===== src/rtl/mem_bus_ctrl_pkg.sv =====
// Shared definitions for the memory bus controller and the future CPU bus arbiter:
// transfer state encoding, ROM/RAM select default and wait-counter width.
package mem_bus_ctrl_pkg;

  typedef enum logic [2:0] {
    ST_IDLE    = 3'd0,
    ST_SETUP   = 3'd1,
    ST_STROBE  = 3'd2,
    ST_RECOVER = 3'd3,
    ST_DONE    = 3'd4
  } state_e;

  localparam int ROM_BIT_DEFAULT = 15;
  localparam int WAIT_CNT_W      = 4;

  // Byte address of the upper half of a little-endian word; wraps at 0xFFFF.
  function automatic logic [15:0] next_byte_addr(input logic [15:0] addr);
    return addr + 16'd1;
  endfunction

endpackage


===== src/rtl/mem_bus_ctrl_if.sv =====
// Requester-side handshake plus the byte-wide asynchronous memory port.
// The master side models both the requesting CPU and the memory device.
interface mem_bus_ctrl_if;
  logic        req;
  logic        wr;
  logic        word;
  logic [15:0] addr;
  logic [15:0] wdata;
  logic        ack;
  logic        err;
  logic        busy;
  logic [15:0] rdata;
  logic [15:0] mem_addr;
  logic [7:0]  mem_data_out;
  logic        mem_we_bar;
  logic        mem_oe_bar;
  logic [7:0]  mem_data_in;

  modport slave (
    input  req, wr, word, addr, wdata, mem_data_in,
    output ack, err, busy, rdata, mem_addr, mem_data_out, mem_we_bar, mem_oe_bar
  );

  modport master (
    output req, wr, word, addr, wdata, mem_data_in,
    input  ack, err, busy, rdata, mem_addr, mem_data_out, mem_we_bar, mem_oe_bar
  );
endinterface


===== src/rtl/mem_bus_ctrl_wait.sv =====
// Strobe-length down-counter: loads the wait-state count, decrements to zero and holds.
module mem_wait_counter
  import mem_bus_ctrl_pkg::*;
#(
  parameter int CNT_W = WAIT_CNT_W
) (
  input  logic             clk,
  input  logic             rst,
  input  logic             load_i,
  input  logic             dec_i,
  input  logic [CNT_W-1:0] load_val_i,
  output logic             zero_o
);

  logic [CNT_W-1:0] cnt_q, cnt_d;

  always_comb begin
    cnt_d = cnt_q;
    if (load_i) begin
      cnt_d = load_val_i;
    end else if (dec_i && (cnt_q != '0)) begin
      cnt_d = cnt_q - 1'b1;
    end
  end

  always_ff @(posedge clk or posedge rst) begin
    if (rst) begin
      cnt_q <= '0;
    end else begin
      cnt_q <= cnt_d;
    end
  end

  assign zero_o = (cnt_q == '0);

endmodule


===== src/rtl/mem_bus_ctrl.sv =====
// Byte/word transfer sequencer for an asynchronous byte-wide memory with a
// write-protected ROM region; every output comes straight from a register.
module mem_bus_ctrl
  import mem_bus_ctrl_pkg::*;
#(
  parameter int WAIT_STATES = 1,
  parameter int ROM_BIT     = ROM_BIT_DEFAULT
) (
  input  logic           clk,
  input  logic           rst,
  mem_bus_ctrl_if.slave  bus
);

  localparam logic [WAIT_CNT_W-1:0] WS_LOAD = WAIT_CNT_W'(WAIT_STATES);

  state_e      state_q, state_d;
  logic        wr_q, wr_d;
  logic        word_q, word_d;
  logic        hi_q, hi_d;
  logic [15:0] wdata_q, wdata_d;
  logic [15:0] rd_buf_q, rd_buf_d;
  logic [15:0] rdata_q, rdata_d;
  logic [15:0] mem_addr_q, mem_addr_d;
  logic [7:0]  mem_do_q, mem_do_d;
  logic        we_bar_q, we_bar_d;
  logic        oe_bar_q, oe_bar_d;
  logic        ack_q, ack_d;
  logic        err_q, err_d;
  logic        busy_q, busy_d;
  logic        cnt_load, cnt_dec, cnt_zero;

  mem_wait_counter #(.CNT_W(WAIT_CNT_W)) u_wait (
    .clk        (clk),
    .rst        (rst),
    .load_i     (cnt_load),
    .dec_i      (cnt_dec),
    .load_val_i (WS_LOAD),
    .zero_o     (cnt_zero)
  );

  always_comb begin
    state_d    = state_q;
    wr_d       = wr_q;
    word_d     = word_q;
    hi_d       = hi_q;
    wdata_d    = wdata_q;
    rd_buf_d   = rd_buf_q;
    rdata_d    = rdata_q;
    mem_addr_d = mem_addr_q;
    mem_do_d   = mem_do_q;
    we_bar_d   = we_bar_q;
    oe_bar_d   = oe_bar_q;
    ack_d      = 1'b0;
    err_d      = err_q;
    cnt_load   = 1'b0;
    cnt_dec    = 1'b0;

    unique case (state_q)
      ST_IDLE: begin
        if (bus.req) begin
          state_d    = ST_SETUP;
          wr_d       = bus.wr;
          word_d     = bus.word;
          wdata_d    = bus.wdata;
          mem_addr_d = bus.addr;
          mem_do_d   = bus.wdata[7:0];
          hi_d       = 1'b0;
          err_d      = 1'b0;
        end
      end
      ST_SETUP: begin
        state_d  = ST_STROBE;
        cnt_load = 1'b1;
        // A ROM-bound write keeps the full byte timing but never pulses WE.
        if (wr_q) begin
          if (mem_addr_q[ROM_BIT]) we_bar_d = 1'b0;
          else                     err_d    = 1'b1;
        end else begin
          oe_bar_d = 1'b0;
        end
      end
      ST_STROBE: begin
        if (cnt_zero) begin
          state_d  = ST_RECOVER;
          we_bar_d = 1'b1;
          oe_bar_d = 1'b1;
          if (!wr_q) begin
            if (hi_q) rd_buf_d[15:8] = bus.mem_data_in;
            else      rd_buf_d[7:0]  = bus.mem_data_in;
          end
        end else begin
          cnt_dec = 1'b1;
        end
      end
      ST_RECOVER: begin
        if (word_q && !hi_q) begin
          state_d    = ST_SETUP;
          hi_d       = 1'b1;
          mem_addr_d = next_byte_addr(mem_addr_q);
          mem_do_d   = wdata_q[15:8];
        end else begin
          state_d = ST_DONE;
          ack_d   = 1'b1;
          // RDATA only changes when a read completes, never mid-transfer.
          if (!wr_q) rdata_d = word_q ? rd_buf_q : {8'h00, rd_buf_q[7:0]};
        end
      end
      ST_DONE: begin
        state_d = ST_IDLE;
      end
      default: begin
        state_d = ST_IDLE;
      end
    endcase

    busy_d = (state_d != ST_IDLE);
  end

  always_ff @(posedge clk or posedge rst) begin
    if (rst) begin
      state_q    <= ST_IDLE;
      wr_q       <= 1'b0;
      word_q     <= 1'b0;
      hi_q       <= 1'b0;
      wdata_q    <= '0;
      rd_buf_q   <= '0;
      rdata_q    <= '0;
      mem_addr_q <= '0;
      mem_do_q   <= '0;
      we_bar_q   <= 1'b1;
      oe_bar_q   <= 1'b1;
      ack_q      <= 1'b0;
      err_q      <= 1'b0;
      busy_q     <= 1'b0;
    end else begin
      state_q    <= state_d;
      wr_q       <= wr_d;
      word_q     <= word_d;
      hi_q       <= hi_d;
      wdata_q    <= wdata_d;
      rd_buf_q   <= rd_buf_d;
      rdata_q    <= rdata_d;
      mem_addr_q <= mem_addr_d;
      mem_do_q   <= mem_do_d;
      we_bar_q   <= we_bar_d;
      oe_bar_q   <= oe_bar_d;
      ack_q      <= ack_d;
      err_q      <= err_d;
      busy_q     <= busy_d;
    end
  end

  assign bus.ack          = ack_q;
  assign bus.err          = err_q;
  assign bus.busy         = busy_q;
  assign bus.rdata        = rdata_q;
  assign bus.mem_addr     = mem_addr_q;
  assign bus.mem_data_out = mem_do_q;
  assign bus.mem_we_bar   = we_bar_q;
  assign bus.mem_oe_bar   = oe_bar_q;

endmodule


===== src/flat_wrapper.sv =====
// flat-port wrapper written by rule: the top's interface ports become plain ports
module mem_bus_ctrl_flat import mem_bus_ctrl_pkg::*;
#(
  parameter int WAIT_STATES = 1,
  parameter int ROM_BIT     = ROM_BIT_DEFAULT
)
  (clk, rst, bus_req, bus_wr, bus_word, bus_addr, bus_wdata, bus_mem_data_in, bus_ack, bus_err, bus_busy, bus_rdata, bus_mem_addr, bus_mem_data_out, bus_mem_we_bar, bus_mem_oe_bar);
  mem_bus_ctrl_if bus_i ();
  input  logic clk;
  input  logic rst;
  input wire logic [$bits(bus_i.req)-1:0] bus_req;
  input wire logic [$bits(bus_i.wr)-1:0] bus_wr;
  input wire logic [$bits(bus_i.word)-1:0] bus_word;
  input wire logic [$bits(bus_i.addr)-1:0] bus_addr;
  input wire logic [$bits(bus_i.wdata)-1:0] bus_wdata;
  input wire logic [$bits(bus_i.mem_data_in)-1:0] bus_mem_data_in;
  output wire logic [$bits(bus_i.ack)-1:0] bus_ack;
  output wire logic [$bits(bus_i.err)-1:0] bus_err;
  output wire logic [$bits(bus_i.busy)-1:0] bus_busy;
  output wire logic [$bits(bus_i.rdata)-1:0] bus_rdata;
  output wire logic [$bits(bus_i.mem_addr)-1:0] bus_mem_addr;
  output wire logic [$bits(bus_i.mem_data_out)-1:0] bus_mem_data_out;
  output wire logic [$bits(bus_i.mem_we_bar)-1:0] bus_mem_we_bar;
  output wire logic [$bits(bus_i.mem_oe_bar)-1:0] bus_mem_oe_bar;
  assign bus_i.req = bus_req;
  assign bus_i.wr = bus_wr;
  assign bus_i.word = bus_word;
  assign bus_i.addr = bus_addr;
  assign bus_i.wdata = bus_wdata;
  assign bus_i.mem_data_in = bus_mem_data_in;
  assign bus_ack = bus_i.ack;
  assign bus_err = bus_i.err;
  assign bus_busy = bus_i.busy;
  assign bus_rdata = bus_i.rdata;
  assign bus_mem_addr = bus_i.mem_addr;
  assign bus_mem_data_out = bus_i.mem_data_out;
  assign bus_mem_we_bar = bus_i.mem_we_bar;
  assign bus_mem_oe_bar = bus_i.mem_oe_bar;
  mem_bus_ctrl #(.WAIT_STATES(WAIT_STATES), .ROM_BIT(ROM_BIT)) u_core (.clk(clk), .rst(rst), .bus(bus_i));
endmodule

===== config.mk =====
export PLATFORM = sky130hd
export DESIGN_NAME = mem_bus_ctrl_flat
export DESIGN_NICKNAME = d
export VERILOG_FILES = /design/src/rtl/mem_bus_ctrl_pkg.sv /design/src/rtl/mem_bus_ctrl_if.sv /design/src/rtl/mem_bus_ctrl_wait.sv /design/src/rtl/mem_bus_ctrl.sv /design/src/flat_wrapper.sv
export SDC_FILE = /design/constraint.sdc
export NUM_CORES = 1
export LEC_CHECK = 0
export ABC_AREA = 0
export BUFFER_PORTS_ARGS = -buffer_cell sky130_fd_sc_hd__buf_2
export CAP_MARGIN = 20
export CORE_ASPECT_RATIO = 0.75
export CORE_MARGIN = 3
export CORE_UTILIZATION = 48
export CTS_BUF_LIST = sky130_fd_sc_hd__clkbuf_4 sky130_fd_sc_hd__clkbuf_8
export DETAILED_ROUTE_END_ITERATION = 7
export PLACE_DENSITY_LB_ADDON = 0.12
export SETUP_SLACK_MARGIN = 0.02
export SYNTH_ARGS = -nofsm -noshare
export SYNTH_HDL_FRONTEND = slang
export SYNTH_SLANG_ARGS = --single-unit

===== constraint.sdc =====
create_clock -name clk -period 3.3 [get_ports clk]
set_clock_uncertainty 0.15 [all_clocks]
set_input_delay 0.99 -clock clk [delete_from_list [all_inputs] [get_ports clk]]
set_output_delay 0.99 -clock clk [all_outputs]
set_load 0.02 [all_outputs]

Word level (Yosys, flattened, before mapping)
Index checks and enable logic that the tools add are counted.
{ "word_totals": {"mem_bits_rw": 0, "n_memories": 0, "input_bits": 45, "latch_bits": 0, "mem_bits_ro": 0, "out_inout_bits": 45, "elab_cells": 80, "reg_bits": 87} }
{ "op_classes": {"order_cmp": 0, "n_reduce_logical": 19, "n_div": 0, "muxes": 30, "add_sub_neg": 2, "multipliers": 0, "n_shift": 0, "eq_ne": 10, "bitwise": 3} }
{ "ops": {"columns": ["operator", "n"], "rows": [
  ["16-bit 2-to-1 mux", 3],
  ["16-bit case mux with 2 select lines", 1],
  ["16-bit by 1-bit adder with 16-bit output, second input constant", 1],
  ["8-bit 2-to-1 mux", 2],
  ["8-bit case mux with 2 select lines", 1],
  ["4-bit AND reduction", 4],
  ["1-bit 2-to-1 mux", 13],
  ["3-bit case mux with 4 select lines", 1],
  ["3-bit 2-to-1 mux", 3],
  ["3-bit AND reduction", 3],
  ["4-bit 2-to-1 mux", 2],
  ["2-bit by 1-bit inequality test with 1-bit output, second input constant", 4],
  ["1-bit case mux with 2 select lines", 4],
  ["2-bit nonzero test", 4],
  ["3-bit by 2-bit == test with 1-bit output, second input constant", 2],
  ["2-bit inequality test, second input constant", 3],
  ["4-bit zero test", 1],
  ["4-bit nonzero test", 1],
  ["4-bit by 1-bit subtractor with 4-bit output, second input constant", 1],
  ["3-bit by 1-bit == test with 1-bit output, second input constant", 1],
  ["3-bit zero test", 1],
  ["1-bit NOT", 3],
  ["3-bit nonzero test", 1],
  ["1-bit logical AND", 2],
  ["2 further kinds", 2]
]} }

Logic depth before layout (Yosys ltp)
Gate-level depths: netlist (run 1).
{ "logic_depth": {"word_depth": 6, "mapped_depth": 7, "mapped_depth_nobuf": 6} }

Hierarchy
From an unflattened synthesis (run 1), not the netlist that was laid out.
{ "unflattened": {"hier_cells": 342, "hier_area_um2": 3678.5} }
{ "modules_own_cells": {"columns": ["module", "cells_each", "seq_area_each_um2", "n_inst", "area_each_um2"], "rows": [
  ["mem_bus_ctrl", 314, 1879.3, 1, 3417.0],
  ["mem_wait_counter", 28, 100.1, 1, 261.5]
]} }

Worst setup path before layout (run 1)
Ideal clock, no wire load.
{ "synth_path": {"path_type": "register to register", "start": "register u_core.u_wait.cnt_q[0]", "end": "register u_core.rd_buf_q[10]", "t_required_ns": 3.025, "path_slack_ns": 0.731, "path_buffers": 1, "setup_time_ns": 0.125, "stages_incl_launch_ff": 8, "arrival_time_ns": 2.294, "synth_period_minus_slack_ns": 2.569, "cell_sequence": "dfrtp_1 inv_1 ha_1 or3b_4 or4b_4 or3b_1 buf_6 mux2_4"} }
{ "synth_via": {"elab_chain_len": 2} }
{ "synth_lines": {"columns": ["item", "line", "text"], "rows": [
  ["start, declared", "mem_bus_ctrl_wait.sv:15", "logic [CNT_W-1:0] cnt_q, cnt_d;"],
  ["start signal, assigned", "mem_bus_ctrl_wait.sv:30", "cnt_q <= cnt_d;"],
  ["4-bit zero test", "mem_bus_ctrl_wait.sv:34", "assign zero_o = (cnt_q == '0);"],
  ["4-bit AND reduction (no line)", null, null],
  ["end signal, assigned", "mem_bus_ctrl.sv:141", "rd_buf_q <= rd_buf_d;"],
  ["end, declared", "mem_bus_ctrl.sv:21", "logic [15:0] rd_buf_q, rd_buf_d;"]
]} }
No other way between the ends.
A chain may end at the register's enable or synchronous reset.

Worst setup path in the final report (run 1)
{ "layout_path": {"start": "register u_core.u_wait.cnt_q[0]", "end": "register u_core.rd_buf_q[15]"} }
The elaborated chain is that of the path after synthesis.

==> metrics.md, run 1 <==
| Metric | Value |
|---|---|
| Setup Viol. Count Final | 0 |
| Slew headroom | 44.8% |
| CTS Buffer Depth | 2 |
| Most common cell in the netlist | dfrtp_1 |
| Placeable core region | 7030 sq um |
| Slew Limit Fails | 0 |
| Hold_buf cts | 0 |
| TritonCTS clock tree | done |
| I/O Buffers | 89 |
| Number of distinct library cells after synthesis | 48 |
| Seq pwr share | 41.9% |
| Area growth, synth to finish | 21.3% |
| Via count | roughly 2.8k |
| First-pass DRT Iterations | 4 |
| Number of cell rows | 26 |
| Total wire length | 8.10 mm |
| WP data arrival | 2.89 ns |
| Internal power | 2.60 mW |
| Routed vias/inst | 5.38 |
| Drt wl/cell | 15.6 um |
| Multi-input gate area | 1520 sq um |
| Post-synth EDFFs | 0 |
| CTS Root Cell | clkbuf_8 |
| Switch share | 40.2% |
| Gr ovfl total | 0 |
| Lkg Pwr | between 2 and 2.5 nW |
| Worst Hold Depth | 2 |
| Outcome | complete, no violations |
| Net Count, Synth | 380 |
| Peak Freq | 0.355 GHz |
| Psw | 1.75 mW |
| Setup TNS | 0 ns |
| HPWL Detailed | approximately 5.8 mm |
| Final cycle utilization of the critical path | 85.4% |
| Largest net degree at the start of global routing | 36 |
| Peak supply drop | 0.429 mV |
| Residual DRC | 0 |
| Initial antenna violation count | 0 |
| IO Count | 90 |
| Clk slew on worst S/H paths | 0.07 ns |
| Final core occ | about three fifths |
| Setup repair bufs after CTS | 0 |
| Final Non-Filler Cells | 521 |
| Clk pwr share | between 10% and 20% |
| Layout cells sized above 1 | between 30% and 40% |
| Synthesized area | 3590 sq um |
| Maximum fanout along the worst path | 8 |
| Critical Path Start Type | flop |
| Final-layout fill cell count | 613 |
| Skew-Pair Late Insertion Delay | 0.34 ns |
| Nets | approximately 470 |
| Mapped Avg Cell Area | 10.8 sq um |
| Die Height | about 81 um |
| RSZ-0062 raised after global routing | no |
| CTS HTree Levels | 3 |
| TritonCTS Buffers | 9 |
| Final hold vios | 0 |
| Starting Density | 51.1% |
| Post-synthesis register bit count | 79 |
| FF/Latch Area | roughly 2000 sq um |
| Slew at the pin closest to its max-slew limit | just over 0.8 ns |
| Synth Instances | 332 |
| Sink Count | 79 |
| Critical Path End Type | flop |
| Synth top cells by count | 77 x dfrtp_1, 51 x nand2_1, 28 x mux2_2, 24 x nor2_1, 22 x o21ai_0 |
| Placed cells | a little over 500 |
| Combinational Power Share | 41.8% |
| Vias in the first global route | 2773 |
| Synth area leader | dfrtp_1 |
| Worst EP required | around 3.4 ns |
| Max_cap viols | 0 |
| Final ANT Viol Nets | 0 |
| Global-route wire length before repair | approximately 13 mm |
| Area contributors post-synth | dfrtp_1 54%, mux2_2 8.8%, nand2_1 5.3%, mux2_4 3.3%, o21ai_0 3.1% |
| Area fraction of the dominant cell type after synthesis | 53.7% |
| Initial DRC count | 120 |
| PostCTS Resize Cnt | 0 |
| HP Class | flop to flop |
| Top_reg_cell synth | dfrtp_1 |
| Total global-route track usage | between 10% and 20% |
| PwrDens | around 1000 nW/um^2 |
| WS Path Type | flop to flop |
| Yosys warns | 0 |
| Post-synth ARST share | 100% |
| # diodes | 0 |
| R2R cell count | 6 |
| Placer congestion estimate | roughly 0.84 |
| Min cycle time layout | between 2 and 3 ns |
| Seq/Total Area, Yosys | 55.2% |
| Overall die area | 8560 sq um |
| Floorplan die width | about 110 um |
worst max-delay path, cell delays in order (launching register included):
cell     delay (ns)
dfrtp_1        0.40
inv_1          0.09
ha_1           0.13
or3b_4         0.40
or4b_4         0.51
or3b_1         0.64
mux2_4         0.39
layout by cell type, fill, tap and decap left out, drive strengths merged, types with 4 or more instances in the layout:
cell / n
clkbuf: 12
nand4: 6
buf: 97
nor2: 24
dfrtp: 77
inv: 4
nand2: 51
nand3: 4
o22ai: 5
o21ai: 22
a31oi: 11
o211ai: 4
a21oi: 15
mux2: 36
and3: 4
kinds of logic after synthesis:
logic type	after synthesis	synth area share, %
multiplexers	36	12.1
AO/OA/AOI/OAI	75	13.1
adder cells (fa/ha/maj)	3	1.05
XOR/XNOR	4	0.976
flip-flops	79	55.2
buffers and inverters	26	2.93
AND/OR/NAND/NOR	109	14.7
flip-flops by register name, indices dropped and copies added (netlist names):
register                 cells
u_core.rd_buf_q             16
u_core.bus.busy              1
u_core.u_wait.cnt_q          4
u_core.wr_q                  1
u_core.bus.rdata            16
u_core.bus.ack               1
u_core.state_q               3
u_core.word_q                1
u_core.hi_q                  1
u_core.bus.err               1
u_core.bus.mem_we_bar        1
u_core.bus.mem_data_out      8
u_core.bus.mem_oe_bar        1
u_core.bus.mem_addr         16
u_core.wdata_q               8
stage by stage:
| step | instance area [sq um] | total power [mW] | hold slack [ns] | worst slack [ns] |
|---|---|---|---|---|
| 2_1_floorplan | 3590 | 3.07 | 0.327 | 0.140 |
| 3_3_place_gp | 4160 | 3.60 | 0.308 | 0.548 |
| 3_5_place_dp | 4160 | 3.66 | 0.322 | 0.501 |
| 4_1_cts | 4350 | 4.38 | 0.335 | 0.495 |
| 5_1_grt | 4350 | 4.67 | 0.359 | 0.407 |
| 6_report | 4350 | 4.35 | 0.334 | 0.482 |
power groups by stage:
stage	registers [mW]	clock network, mW	logic, mW
final	1.82	0.708	1.82
after global placement	1.82	0	1.78
after global routing	1.89	0.763	2.02
after detailed placement	1.83	0	1.83
after CTS	1.82	0.728	1.83
after floorplan	2.01	0	1.06
final timing paths:
path	startpoint	endpoint	slack, ns
max in group asynchronous	rst	u_core.bus.mem_oe_bar	1.77
hold / removal	u_core.bus.mem_oe_bar	u_core.bus.mem_oe_bar	0.33
hold reg to reg	u_core.bus.mem_oe_bar	u_core.bus.mem_oe_bar	0.33
setup / recovery	u_core.u_wait.cnt_q[0]	u_core.rd_buf_q[15]	0.48
setup reg to reg	u_core.u_wait.cnt_q[0]	u_core.rd_buf_q[15]	0.48
min in group asynchronous	rst	u_core.bus.rdata[4]	0.56
cell type report:
cell class                      instances  area share, %
Timing Repair Buffer                   97           11.9
Tap cell                               98           2.82
Clock inverter                          3           1.01
Multi-Input combinational cell        227           34.8
Clock buffer                           12           3.51
Sequential cell                        79           45.5
Inverter                                5          0.460
routing by layer:
metal,up-vias,GRT usage (%),routed length (um)
met1,1348,27.0,3860
li1,1352,-,-
met5,-,0,0
met3,10,5.80,578
met4,0,6.73,74
met2,91,29.7,3590
Power figures use the tool's default switching activity.
==> run 2, diff against run 1 <==
GPL_TIMING_DRIVEN = 0   (was default)
SYNTH_HIERARCHICAL = 1   (was default)
==> metrics.md, run 2 <==
| Metric | Value |
|---|---|
| Outcome | complete, no violations |
| Placeable core region | 7120 sq um |
| Synth Instances | 342 |
| R2R cell count | 8 |
| Area growth, synth to finish | 22.9% |
| Synth area leader | dfrtp_1 |
| Psw | roughly 1.9 mW |
| Mapped Avg Cell Area | 10.8 sq um |
| Synth top cells by count | 77 x dfrtp_1, 53 x nand2_1, 33 x mux2_2, 22 x a21oi_1, 15 x nor2_1 |
| Setup Viol. Count Final | 0 |
| Peak supply drop | 0.413 mV |
| Floorplan die width | 107 um |
| Setup repair bufs after CTS | 0 |
| Sink Count | 79 |
| Final cycle utilization of the critical path | between 80% and 90% |
| Largest net degree at the start of global routing | 64 |
| Yosys warns | 6 |
| Seq pwr share | 37.5% |
| Synthesized area | 3680 sq um |
| Gr ovfl total | 0 |
| IO Count | 90 |
| Skew-Pair Late Insertion Delay | 0.35 ns |
| Slew headroom | 37.1% |
| Layout cells sized above 1 | a little under two fifths |
| Critical Path End Type | flop |
| Post-synthesis register bit count | just under 80 |
| Area fraction of the dominant cell type after synthesis | approximately 52% |
| Via count | 3048 |
| TritonCTS Buffers | 9 |
| GR peak layer | met2 |
| Min cycle time layout | 2.73 ns |
| GRT met3 Usage | 6.05% |
| Met1 usage | 28.1% |
| Reg2reg end | u_core/u_wait/cnt_q[3] |
| Placer congestion estimate | 0.861 |
| Grt met2 use | roughly a third |
| Residual DRC | 0 |
| Critical Path Start Type | flop |
| Hold endpoint | u_core/bus.rdata[14] |
| First-pass DRT Iterations | 4 |
| Maximum fanout along the worst path | 7 |
| Peak Freq | 0.367 GHz |
| TritonCTS clock tree | done |
| Initial DRC count | around 150 |
| Clk pwr share | 18.6% |
| I/O Buffers | 89 |
| CTS HTree Levels | 3 |
| Post-route setup slack | 0.572 ns |
| Hold_buf cts | 0 |
| HPWL Detailed | 6.04 mm |
| Overall die area | 8760 sq um |
| Clk slew on worst S/H paths | 0.08 ns |
| Post-synth EDFFs | 0 |
| Area contributors post-synth | dfrtp_1 52%, mux2_2 10%, nand2_1 5.4%, a21oi_1 3.0%, a2bb2oi_2 2.9% |
| Setup TNS | 0 ns |
| Setup WS pre-CTS | 0.585 ns |
| Hold_sp | u_core/bus.rdata[14] |
| Drt wl/cell | around 16 um |
| Final core occ | around 63% |
| Starting Density | 51.6% |
| Seq/Total Area, Yosys | 53.8% |
| Final hold vios | 0 |
| Commonest non-fill, non-tap cell in the layout | buf_2 |
| Final ANT Viol Nets | 0 |
| Post-synth ARST share | 100% |
| PwrDens | 1030 nW/um^2 |
| Lkg Pwr | 2.13 nW |
| RSZ-0062 raised after global routing | no |
| Total global-route track usage | a little over a fifth |
| Worst reg2reg setup slack | 0.57 ns |
| HP Class | flop to flop |
| CTS Buffer Depth | 2 |
| WS Path Type | flop to flop |
| Routed vias/inst | 5.57 |
| Number of cell rows | 26 |
| # diodes | 0 |
| PostCTS Resize Cnt | 0 |
| WP data arrival | roughly 2.8 ns |
| Initial antenna violation count | 1 |
| Top_reg_cell synth | dfrtp_1 |
| Internal power | approximately 2.8 mW |
| Number of distinct library cells after synthesis | 50 |
| Max_cap viols | 0 |
| Vias in the first global route | 2866 |
| Slew Limit Fails | 0 |
| Total wire length | 8.74 mm |
| Global-route wire length before repair | around 14 mm |
| Nets | 492 |
| Slew at the pin closest to its max-slew limit | 0.934 ns |
| Worst Hold Depth | 2 |
| Most frequent cells in the layout | 97 x buf_2, 77 x dfrtp_1, 53 x nand2_1, 33 x mux2_2, 22 x a21oi_1 |
| Most common cell in the netlist | dfrtp_1 |
| CTS Root Cell | clkbuf_8 |
| Worst EP required | 3.39 ns |
| Switch share | 40.1% |
| Combinational Power Share | 43.9% |
| R2r startpoint | u_core/u_wait/cnt_q[0] |
| Die Height | 81.8 um |
-- run 2: worst max-delay path by stage --
stage / end / startpoint
finish: u_core/u_wait/cnt_q[3] / u_core/u_wait/cnt_q[0]
global route: u_core/u_wait/cnt_q[3] / u_core/u_wait/cnt_q[0]
CTS: u_core/u_wait/cnt_q[3] / u_core/u_wait/cnt_q[0]
detailed placement: u_core/u_wait/cnt_q[3] / u_core/u_wait/cnt_q[0]
global placement: u_core/bus.mem_addr[1] / rst
floorplan: u_core/bus.ack / rst
-- run 2: worst max-delay path: stages (launching register included) --
cell,delay (ns)
dfrtp_1,0.37
inv_1,0.08
ha_1,0.24
or3b_4,0.27
inv_1,0.06
nor4_1,0.71
nor4b_2,0.38
nor3b_1,0.08
a221o_1,0.26
-- run 2: cells by family after synthesis --
family / count (synthesis) / synth area share (%)
AO/OA/AOI/OAI: 80 / 15.1
flip-flops: 79 / 53.8
XOR/XNOR: 1 / 0.238
buffers and inverters: 34 / 4.56
AND/OR/NAND/NOR: 111 / 15.3
multiplexers: 33 / 10.1
other: 2 / 0.204
adder cells (fa/ha/maj): 2 / 0.680
-- run 2: power groups by stage --
stage	Combinational, mW	Clock [mW]	Sequential (mW)
2_1_floorplan	1.18	0	2.00
3_3_place_gp	1.99	0	1.75
3_5_place_dp	2.04	0	1.75
4_1_cts	2.05	0.882	1.74
5_1_grt	2.24	0.930	1.81
6_report	2.04	0.864	1.75
-- run 2: per-stage QoR --
stage	cell area [sq um]	hold WS [ns]	total power [mW]	instances
3_3_place_gp	4250	0.309	3.73	531
5_1_grt	4520	0.371	4.99	547
3_5_place_dp	4280	0.324	3.79	532
4_1_cts	4520	0.345	4.67	547
6_report	4520	0.341	4.65	547
2_1_floorplan	3690	0.327	3.18	344
-- run 2: metal layers --
metal  vias to the layer above  part of all wire, %
li1                       1425                    -
met1                      1498                   46
met2                       115                   45
met3                         8                  8.2
met4                         2                 0.78
met5                         -                0.080
-- run 2: final cells by class --
type                            instances  area (sq um)
Fill cell                             603          2600
Sequential cell                        79          1980
Multi-Input combinational cell        231          1540
Timing Repair Buffer                   90           473
Clock buffer                           10           131
Buffer                                 24           130
Tap cell                               98           123
Clock inverter                          5           106
Inverter                               10          40.0
